--- src/rtl/adder_arbiter.sv ---
// adder_arbiter: round-robin arbiter sharing one external registered 4-bit adder between two requesters
// ports: clk, rst (async, active-high)
//        req0/req1: valid, a, b in; ready out (operand handshake, accepted in IDLE only)
//        rsp0/rsp1: valid out, ready in; rsp_s/rsp_c shared result
//        add_a/add_b out, add_s/add_c in: link to the shared registered adder
//        busy: high whenever the FSM is not IDLE
module adder_arbiter (
  input  logic       clk,
  input  logic       rst,
  input  logic       req0_valid,
  input  logic [3:0] req0_a,
  input  logic [3:0] req0_b,
  output logic       req0_ready,
  input  logic       req1_valid,
  input  logic [3:0] req1_a,
  input  logic [3:0] req1_b,
  output logic       req1_ready,
  output logic       rsp0_valid,
  input  logic       rsp0_ready,
  output logic       rsp1_valid,
  input  logic       rsp1_ready,
  output logic [3:0] rsp_s,
  output logic       rsp_c,
  output logic [3:0] add_a,
  output logic [3:0] add_b,
  input  logic [3:0] add_s,
  input  logic       add_c,
  output logic       busy
);
  typedef enum logic [1:0] {IDLE, ISSUE, CAPTURE, RESP} state_t;
  state_t state, next;
  logic last_grant, grant, pick, accept, done;
  always_comb begin
    pick = (req0_valid && req1_valid) ? !last_grant : req1_valid;
    accept = state == IDLE && (req0_valid || req1_valid);
    done = state == RESP && (grant ? rsp1_ready : rsp0_ready);
    next = state == IDLE ? (accept ? ISSUE : IDLE) :
           state == ISSUE ? CAPTURE :
           state == CAPTURE ? RESP :
           done ? IDLE : RESP;
    // ready is combinational, so it is masked while reset holds the FSM in IDLE
    req0_ready = accept && !pick && !rst;
    req1_ready = accept && pick && !rst;
    rsp0_valid = state == RESP && !grant;
    rsp1_valid = state == RESP && grant;
    busy = state != IDLE;
  end
  always_ff @(posedge clk or posedge rst)
    if (rst) begin
      state <= IDLE;
      last_grant <= 1'b1;
      grant <= 1'b0;
      add_a <= '0;
      add_b <= '0;
      rsp_s <= '0;
      rsp_c <= 1'b0;
    end else begin
      state <= next;
      if (accept) begin
        grant <= pick;
        last_grant <= pick;
        add_a <= pick ? req1_a : req0_a;
        add_b <= pick ? req1_b : req0_b;
      end
      if (state == CAPTURE) begin
        rsp_s <= add_s;
        rsp_c <= add_c;
      end
    end
endmodule

--- config.mk ---
export PLATFORM = sky130hd
export DESIGN_NAME = adder_arbiter
export DESIGN_NICKNAME = d
export VERILOG_FILES = /design/src/rtl/adder_arbiter.sv
export SDC_FILE = /design/constraint.sdc
export NUM_CORES = 1
export LEC_CHECK = 0
export CAP_MARGIN = 25
export CELL_PAD_IN_SITES_DETAIL_PLACEMENT = 0
export CELL_PAD_IN_SITES_GLOBAL_PLACEMENT = 1
export CORE_MARGIN = 2
export CORE_UTILIZATION = 28
export DETAILED_ROUTE_END_ITERATION = 12
export HOLD_SLACK_MARGIN = 0.03
export PLACE_DENSITY_LB_ADDON = 0.1
export SYNTH_ARGS = -nofsm -noshare
export SYNTH_HDL_FRONTEND = slang
export SYNTH_SLANG_ARGS = --single-unit
--- constraint.sdc ---
create_clock -name clk -period 1.7 [get_ports clk]
set_input_delay 0.17 -clock clk [delete_from_list [all_inputs] [get_ports clk]]
set_output_delay 0.17 -clock clk [all_outputs]
set_load 0.01 [all_outputs]
# Yosys cells after proc, flatten, opt, wreduce, memory -nomap -nowiden
# Index checks and enable logic that the tools add are counted.
# totals
in_bits,27
register_bits,17
word_cells,35
# op_classes
reduce_logical,16
n_mux,9
eq_ne,3
# ops
op,count
$logic_and A1 B1 Y1,9
$mux W2,4
$mux W4,2
$eq A2 B2 Y1 const B,2
$logic_not A1 Y1,4
$mux W1,3
$eq A2 B1 Y1 const B,1
$logic_not A2 Y1,1
$reduce_bool A2 Y1,1
$logic_or A1 B1 Y1,1

# Longest topological paths before layout
# Gate-level depths: netlist of run 1.
# depth
ltp_word,6
ltp_mapped,5
ltp_nobuf,3

# Worst setup path before layout of run 1
# Ideal clock, no wire load.
# synth_path
kind,register -> output
startpoint,register state[1]
endpoint,output req1_ready
n_path_buf,1
slack_ns,0.356
path_stages_with_launch,5
arrival_time_ns,1.174
path_cell_list,dfrtp_1 -> nor2_2 -> buf_2 -> inv_1 -> nor3_1
# synth_via
elab_chain_cells,4
# synth_rtl
item,line_no,rtl
start: declaration,31,"state_t state, next;"
start signal: assignment,58,state <= next;
$logic_not A2 Y1,35,accept = state == IDLE && (req0_valid || req1_valid);
$logic_and A1 B1 Y1,35,
$logic_and A1 B1 Y1 (2 in series),43,req1_ready = accept && pick && !rst;
end: declaration,17,"output logic req1_ready,"
# No other way between the ends.

# Final worst setup path of run 1
# layout_path
startpoint,register state[1]
endpoint,output rsp1_valid
# layout_via
elab_chain_cells,2
# layout_rtl
item,line_no,rtl
$eq A2 B2 Y1,45,rsp1_valid = state == RESP && grant;
$logic_and A1 B1 Y1,45,
end: declaration,20,"output logic rsp1_valid,"
# No other way between the ends.

==> results of run 1 <==
## Yosys cell counts, types with 2 or more instances
master,instances,area [um^2]
sky130_fd_sc_hd__nand2_1,19,71.3
sky130_fd_sc_hd__dfrtp_1,16,400
sky130_fd_sc_hd__a21oi_1,10,50.1
sky130_fd_sc_hd__a31oi_2,7,87.6
sky130_fd_sc_hd__mux2_2,5,56.3
sky130_fd_sc_hd__inv_1,3,11.3
sky130_fd_sc_hd__buf_6,2,22.5
sky130_fd_sc_hd__nand2b_1,2,12.5
sky130_fd_sc_hd__nor2_1,2,7.51
sky130_fd_sc_hd__nor3_1,2,10.0
## worst paths after layout
check | from | to | slack (ns) | cells after the start
max in group asynchronous | rst | add_a[0]$_DFFE_PP0N_ | 1.03 | 3
worst min register to register | rsp_c$_DFFE_PP0N_ | rsp_c$_DFFE_PP0N_ | 0.51 | 1
worst max register to register | state[1]$_DFF_PP0_ | state[0]$_DFF_PP0_ | 0.36 | 5
worst min-delay path | rst | add_a[1]$_DFFE_PP0N_ | 0.21 | 2
min in group clk | req0_a[1] | add_a[1]$_DFFE_PP0N_ | 0.46 | 3
worst max-delay path | state[1]$_DFF_PP0_ | rsp1_valid | 0.11 | 3
## cell families (layout without fill, tap and decap cells)
kind of cell / count (synthesis) / in the layout / synth area share, %
simple gates: 29 / 29 / 14.9
buf+inv: 7 / 62 / 4.93
mux: 5 / 5 / 6.52
flops: 17 / 17 / 49.4
compound gates: 24 / 24 / 24.2
## worst reg2reg max path: stages, from the launching register on
cell and delay [ns]:
sky130_fd_sc_hd__dfrtp_1 0.39, sky130_fd_sc_hd__buf_4 0.14, sky130_fd_sc_hd__nor2_4 0.13, sky130_fd_sc_hd__buf_4 0.18, sky130_fd_sc_hd__and2_4 0.27, sky130_fd_sc_hd__a2bb2oi_1 0.16
## report_power, final
part           internal (mW)  switching (mW)  total, mW
clock                 0.0909           0.121      0.212
sequential             0.618           0.115      0.732
combinational          0.721           0.503       1.22
## routing by layer
metal	vias up	global-route usage, %	share of wire (%)
met1	364	15.6	43
li1	396	-	-
met3	2	3.28	7.3
met4	0	2.86	0.46
met5	-	0	0
met2	27	23.7	50
## stage by stage
stage | power [mW] | utilization (%) | instances | setup WS [ns]
floorplan | 1.34 | - | 82 | 0.356
global placement | 1.91 | 45.8 | 163 | -0.0787
detailed placement | 1.94 | 45.8 | 163 | -0.104
CTS | 2.19 | 47.0 | 168 | 0.0125
global route | 2.35 | 47.7 | 170 | 0.00234
finish | 2.17 | 47.7 | 170 | 0.106
## registers in the layout, indices dropped and copies added (netlist names)
signal      flops
add_a           4
add_b           4
rsp_s           4
state           2
grant           1
last_grant      1
rsp_c           1
## timing repair
| item | in CTS | in global routing |
|---|---|---|
| buffers inserted | 1 | 2 |
| setup endpoints to repair | 2 | 2 |
| gates resized for setup | 3 | 3 |
## layout make-up
type / count / area, um^2 / area share (%)
Tap cell: 33 / 41.3 / 2.88
Timing Repair Buffer: 55 / 527 / 36.8
Inverter: 3 / 11.3 / 0.787
Sequential cell: 17 / 427 / 29.8
Multi-Input combinational cell: 58 / 399 / 27.9
Clock buffer: 4 / 26.3 / 1.84
==> results.py, run 1 <==
metrics = {
    "status": {
        "status": "completed",
    },
    "sta": {
        "timing.hold.ws_ns": 0.214,
        "maximum_frequency_from_static_timing_analysis_mhz": 627,
        "setup-tns-final_ns": 0,
        "final.min_clock_period_ns": 1.59,
        "rsz0062_at_grt": "false",
        "period_share_pct": 93.8,
        "worst_slew_margin_rel_pct": 75.4,
        "final-hold-violation-count": 0,
        "report.final.setup_viol": 0,
        "clock_skew_ns": 0.00356,
        "slew_violations": 0,
        "worst-slew-pin-transition_ns": 0.368,
    },
    "synthesis": {
        "postSynthNetCount": 109,
        "post_synth_inst_count": 82,
        "dominantRegCellSynth": "sky130_fd_sc_hd__dfrtp_1",
        "synth.avg_cell_area_um2": 10.5,
        "synthesis.area_um2": 863,
        "synth-edff-count": 0,
        "synthArstFlopShare_pct": 100,
        "yosysSeqAreaShare_pct": 49.4,
        "synth.ff_latch_count": 17,
        "yosys.cell_types.count": 24,
        "synth_warnings": 0,
    },
    "clocking": {
        "tritoncts_clock_tree": "built",
        "clockRootBuffer": "sky130_fd_sc_hd__clkbuf_4",
        "clk_latency_ns": 0.28,
        "cts.hold.buffers_added": 0,
        "cts_buffer_depth": 2,
        "clk_transition_reported_paths_ns": 0.10,
        "cts_bufs_inserted": 3,
        "clock_tree.htree_level_count": 1,
        "cts.sink_count": 17,
    },
    "finish": {
        "mostFrequentLayoutCells": "40 x sky130_fd_sc_hd__clkdlybuf4s50_1, 19 x sky130_fd_sc_hd__nand2_1, 16 x sky130_fd_sc_hd__dfrtp_1",
        "layout_commonest_cell": "sky130_fd_sc_hd__clkdlybuf4s50_1",
        "area_growth_from_synthesis_to_layout_pct": 65.8,
        "finalInstanceArea_um2": 1430,
        "fraction_of_layout_instances_using_a_drive_strength_above_1_pct": 23.4,
        "antennaDiodeCount": 0,
        "design.final.nets": 165,
        "fill_cells": 319,
    },
    "floorplanning": {
        "initial_utilization_pct": 28.7,
        "die-height_um": 59.5,
        "core-area_um2": 3000,
        "pin_count": 45,
        "core.rowCount": 20,
        "die_footprint_um2": 3540,
        "fp.dieW_um": 59.5,
    },
    "setup_path": {
        "worst_path_dominant_cell_family": "buffers and inverters",
        "worstPathRequired_ns": 1.53,
        "timing.critical_path.to_type": "primary output",
        "path_max_fanout": 5,
        "critical_path.max_stage_delay_ns": 0.52,
        "critical_path.cell_chain": "buf_4, and3_1, clkdlybuf4s50_1",
        "crit_path_slowest_cell": "sky130_fd_sc_hd__clkdlybuf4s50_1",
        "cp.buffers_inverters": 2,
        "worst-setup-path-type": "register to primary output",
        "start_kind": "register",
        "worst-endpoint-arrival_ns": 1.42,
    },
    "drt": {
        "vias": 789,
        "drt-vias-per-instance": 4.64,
        "drt-initial-drc-count": 10,
        "detailed_route_drc_error_count": 0,
        "drtPass1Iterations": 2,
        "post_drt_wl_per_cell_um": 12.7,
        "antenna_left": 0,
        "detail_route.wirelength_um": 2160,
    },
    "global_routing": {
        "grt_util_all_layers_pct": 13.1,
        "via_count_of_the_first_global_routing_pass": 813,
        "antenna_found_initial": 0,
        "wire_length_of_the_first_global_routing_pass_um": 3550,
        "grt_start_max_net_pins": 10,
        "global_route.overflow_total": 0,
    },
    "placed_design": {
        "total_placed_instance_area_um2": 1370,
        "gp_congestion": 0.710,
        "port-buffer-count": 44,
        "detailed_place_hpwl_um": 1650,
    },
    "hold_path": {
        "min-delay-path-class": "input port to async pin",
    },
    "pwr": {
        "static-leakage-power_nw": 0.604,
        "ir_worst_vdd_uv": 495,
        "power_density_nw_per_um2": 1510,
    },
    "run": {
        "cap_violations": 0,
    },
}
Note: power is estimated with default switching activity, not from simulation.
==> run 2, diff against run 1 <==
--- a/config.mk
+++ b/config.mk
@@ -12,7 +12,7 @@
 export CORE_UTILIZATION = 28
 export DETAILED_ROUTE_END_ITERATION = 12
 export HOLD_SLACK_MARGIN = 0.03
-export PLACE_DENSITY_LB_ADDON = 0.1
+export PLACE_DENSITY = 0.82
 export SYNTH_ARGS = -nofsm -noshare
 export SYNTH_HDL_FRONTEND = slang
 export SYNTH_SLANG_ARGS = --single-unit
==> run 2 against run 1 <==
Against the previous run: global-route usage grew 0.64 points; routed wire length up 5.4%; first-iteration DRC count decreased by 30%; fmax shrank 2.1%; cell count decreased by 1.2%; utilization shrank 0.79 points; combinational power decreased by 5%; register-to-register slack gained 0.10 ns; highest routed layer unchanged.
==> results.py, run 2 (synthesis gave the netlist of run 1 again) <==
metrics = {
    "pwr": {
        "power_density_nw_per_um2": 1510,
        "static-leakage-power_nw": 0.597,
        "ir_worst_vdd_uv": 398,
    },
    "drt": {
        "route.met3.wl_um": 176,
        "detail_route.wirelength_um": 2270,
        "met2WireLength_um": 1080,
        "drt-initial-drc-count": 7,
        "detailed_route_drc_error_count": 0,
        "top_signal_layer_used": "met4",
        "drtPass1Iterations": 4,
        "post_drt_wl_per_cell_um": 13.5,
        "vias": 788,
        "antenna_left": 0,
        "drt-vias-per-instance": 4.69,
        "routedLengthMet1_um": 996,
    },
    "finish": {
        "antennaDiodeCount": 0,
        "reg_top3": "add_a: 4 flops, add_b: 4 flops, rsp_s: 4 flops",
        "area_growth_from_synthesis_to_layout_pct": 63.0,
        "mostFrequentLayoutCells": "41 x sky130_fd_sc_hd__clkdlybuf4s50_1, 19 x sky130_fd_sc_hd__nand2_1, 16 x sky130_fd_sc_hd__dfrtp_1",
        "fraction_of_layout_instances_using_a_drive_strength_above_1_pct": 22.2,
        "finalInstanceArea_um2": 1410,
        "finalCoreUtilization_pct": 46.9,
        "layout_commonest_cell": "sky130_fd_sc_hd__clkdlybuf4s50_1",
        "design.final.nets": 163,
        "count_of_placed_standard_cells_in_the_final_layout_fillers_left_out": 168,
    },
    "setup_path": {
        "worst_r2r_startpoint": "state[0]$_DFF_PP0_",
        "path_max_fanout": 5,
        "start_kind": "register",
        "worst-endpoint-arrival_ns": 1.46,
        "crit_path_slowest_cell": "sky130_fd_sc_hd__clkdlybuf4s50_1",
        "timing.critical_path.to_type": "primary output",
        "worstSetupStartpoint": "state[0]$_DFF_PP0_",
        "worst-setup-path-type": "register to primary output",
        "r2r_slack_ns": 0.46,
        "timing.rr.end": "state[0]$_DFF_PP0_",
        "worstPathRequired_ns": 1.53,
        "ff2ff_path_depth": 4,
        "critical_path.max_stage_delay_ns": 0.48,
        "critical_path.cell_chain": "nor2_2, inv_1, clkdlybuf4s50_1",
    },
    "sta": {
        "post-route-worst-setup-slack_ns": 0.0719,
        "slew_violations": 0,
        "clock_skew_ns": 0.00325,
        "worst_slew_margin_rel_pct": 83.2,
        "report.final.setup_viol": 0,
        "rsz0062_at_grt": "true",
        "final-hold-violation-count": 0,
        "worst-slew-pin-transition_ns": 0.253,
        "period_share_pct": 95.8,
        "maximum_frequency_from_static_timing_analysis_mhz": 614,
        "final.min_clock_period_ns": 1.63,
    },
    "clocking": {
        "cts_buffer_depth": 2,
        "clockRootBuffer": "sky130_fd_sc_hd__clkbuf_4",
        "cts.hold.buffers_added": 0,
        "cts_bufs_inserted": 3,
        "cts.sink_count": 17,
        "clk_transition_reported_paths_ns": 0.09,
        "clock_tree.htree_level_count": 1,
        "clk_latency_ns": 0.28,
        "tritoncts_clock_tree": "built",
    },
    "floorplanning": {
        "pin_count": 45,
        "die_footprint_um2": 3540,
        "core.rowCount": 20,
        "die-height_um": 59.5,
        "fp.dieW_um": 59.5,
        "core-area_um2": 3000,
        "initial_utilization_pct": 28.7,
    },
    "global_routing": {
        "grt_util_all_layers_pct": 13.8,
        "wire_length_of_the_first_global_routing_pass_um": 3620,
        "global_route.overflow_total": 0,
        "antenna_found_initial": 0,
        "grt_start_max_net_pins": 14,
        "via_count_of_the_first_global_routing_pass": 843,
    },
    "status": {
        "status": "completed",
    },
    "hold_path": {
        "min-delay-path-class": "input port to async pin",
    },
    "placed_design": {
        "place.detailed.instances": 164,
        "gp_congestion": 0.771,
        "total_placed_instance_area_um2": 1380,
        "detailed_place_hpwl_um": 1760,
        "port-buffer-count": 44,
        "detailedPlace.worstSlack_ns": -0.147,
    },
    "run": {
        "cap_violations": 0,
    },
}
run 2: cell count changes in the layout (fill, tap and decap cells not counted):
cell                              delta
sky130_fd_sc_hd__dlymetal6s2s_1      -1
sky130_fd_sc_hd__nor2_2              +1
sky130_fd_sc_hd__clkdlybuf4s15_1     -1
sky130_fd_sc_hd__buf_4               -2
sky130_fd_sc_hd__clkdlybuf4s50_1     +1
sky130_fd_sc_hd__dlygate4sd2_1       +1
sky130_fd_sc_hd__nor2_4              -1
run 2: cell type report:
| class | instances | area, um^2 |
|---|---|---|
| repair buffers | 53 | 508 |
| inverters | 3 | 11.3 |
| clock buffers | 4 | 26.3 |
| multi-input cells | 58 | 394 |
| well taps | 33 | 41.3 |
| fillers | 317 | 1600 |
| flip-flops and latches | 17 | 427 |
run 2: what timing repair did:
| action | CTS | global route |
|---|---|---|
| endpoints found under the hold margin | 0 | 0 |
| cloned | 0 | 0 |
| resized for setup | 2 | 1 |
| setup endpoints to repair | 2 | 2 |
| setup buffers | 0 | 0 |
run 2: through the flow:
step / setup TNS, ns / hold WS, ns / power (mW)
after global routing: -0.0117 / 0.172 / 2.29
final: 0 / 0.157 / 2.12
after CTS: 0 / 0.151 / 2.16
after detailed placement: -0.278 / 0.460 / 1.94
after global placement: -0.225 / 0.448 / 1.91
after floorplan: 0 / 0.0953 / 1.34
run 2: worst max-delay path by stage:
stage | slack (ns) | end | cells after the start
floorplan | 0.36 | req1_ready | 4
global placement | -0.13 | req1_ready | 4
detailed placement | -0.15 | req0_ready | 5
CTS | 0.04 | rsp0_valid | 4
global route | -0.01 | req0_ready | 4
finish | 0.07 | busy | 3
run 2: power by group:
part | internal, mW | switching, mW
registers | 0.618 | 0.128
logic | 0.680 | 0.482
clock network | 0.0910 | 0.119
run 2: per-layer routing:
metal,vias up,GRT usage (%)
met3,2,5.24
met1,367,15.6
li1,387,-
met5,-,0
met4,0,3.81
met2,32,24.0
run 2: worst max-delay path, delay by kind of cell, from the launching register on:
family	cells	cell delay (ns)
buffers and inverters	2	0.57
DFF	1	0.43
and+or+nand+nor	1	0.17
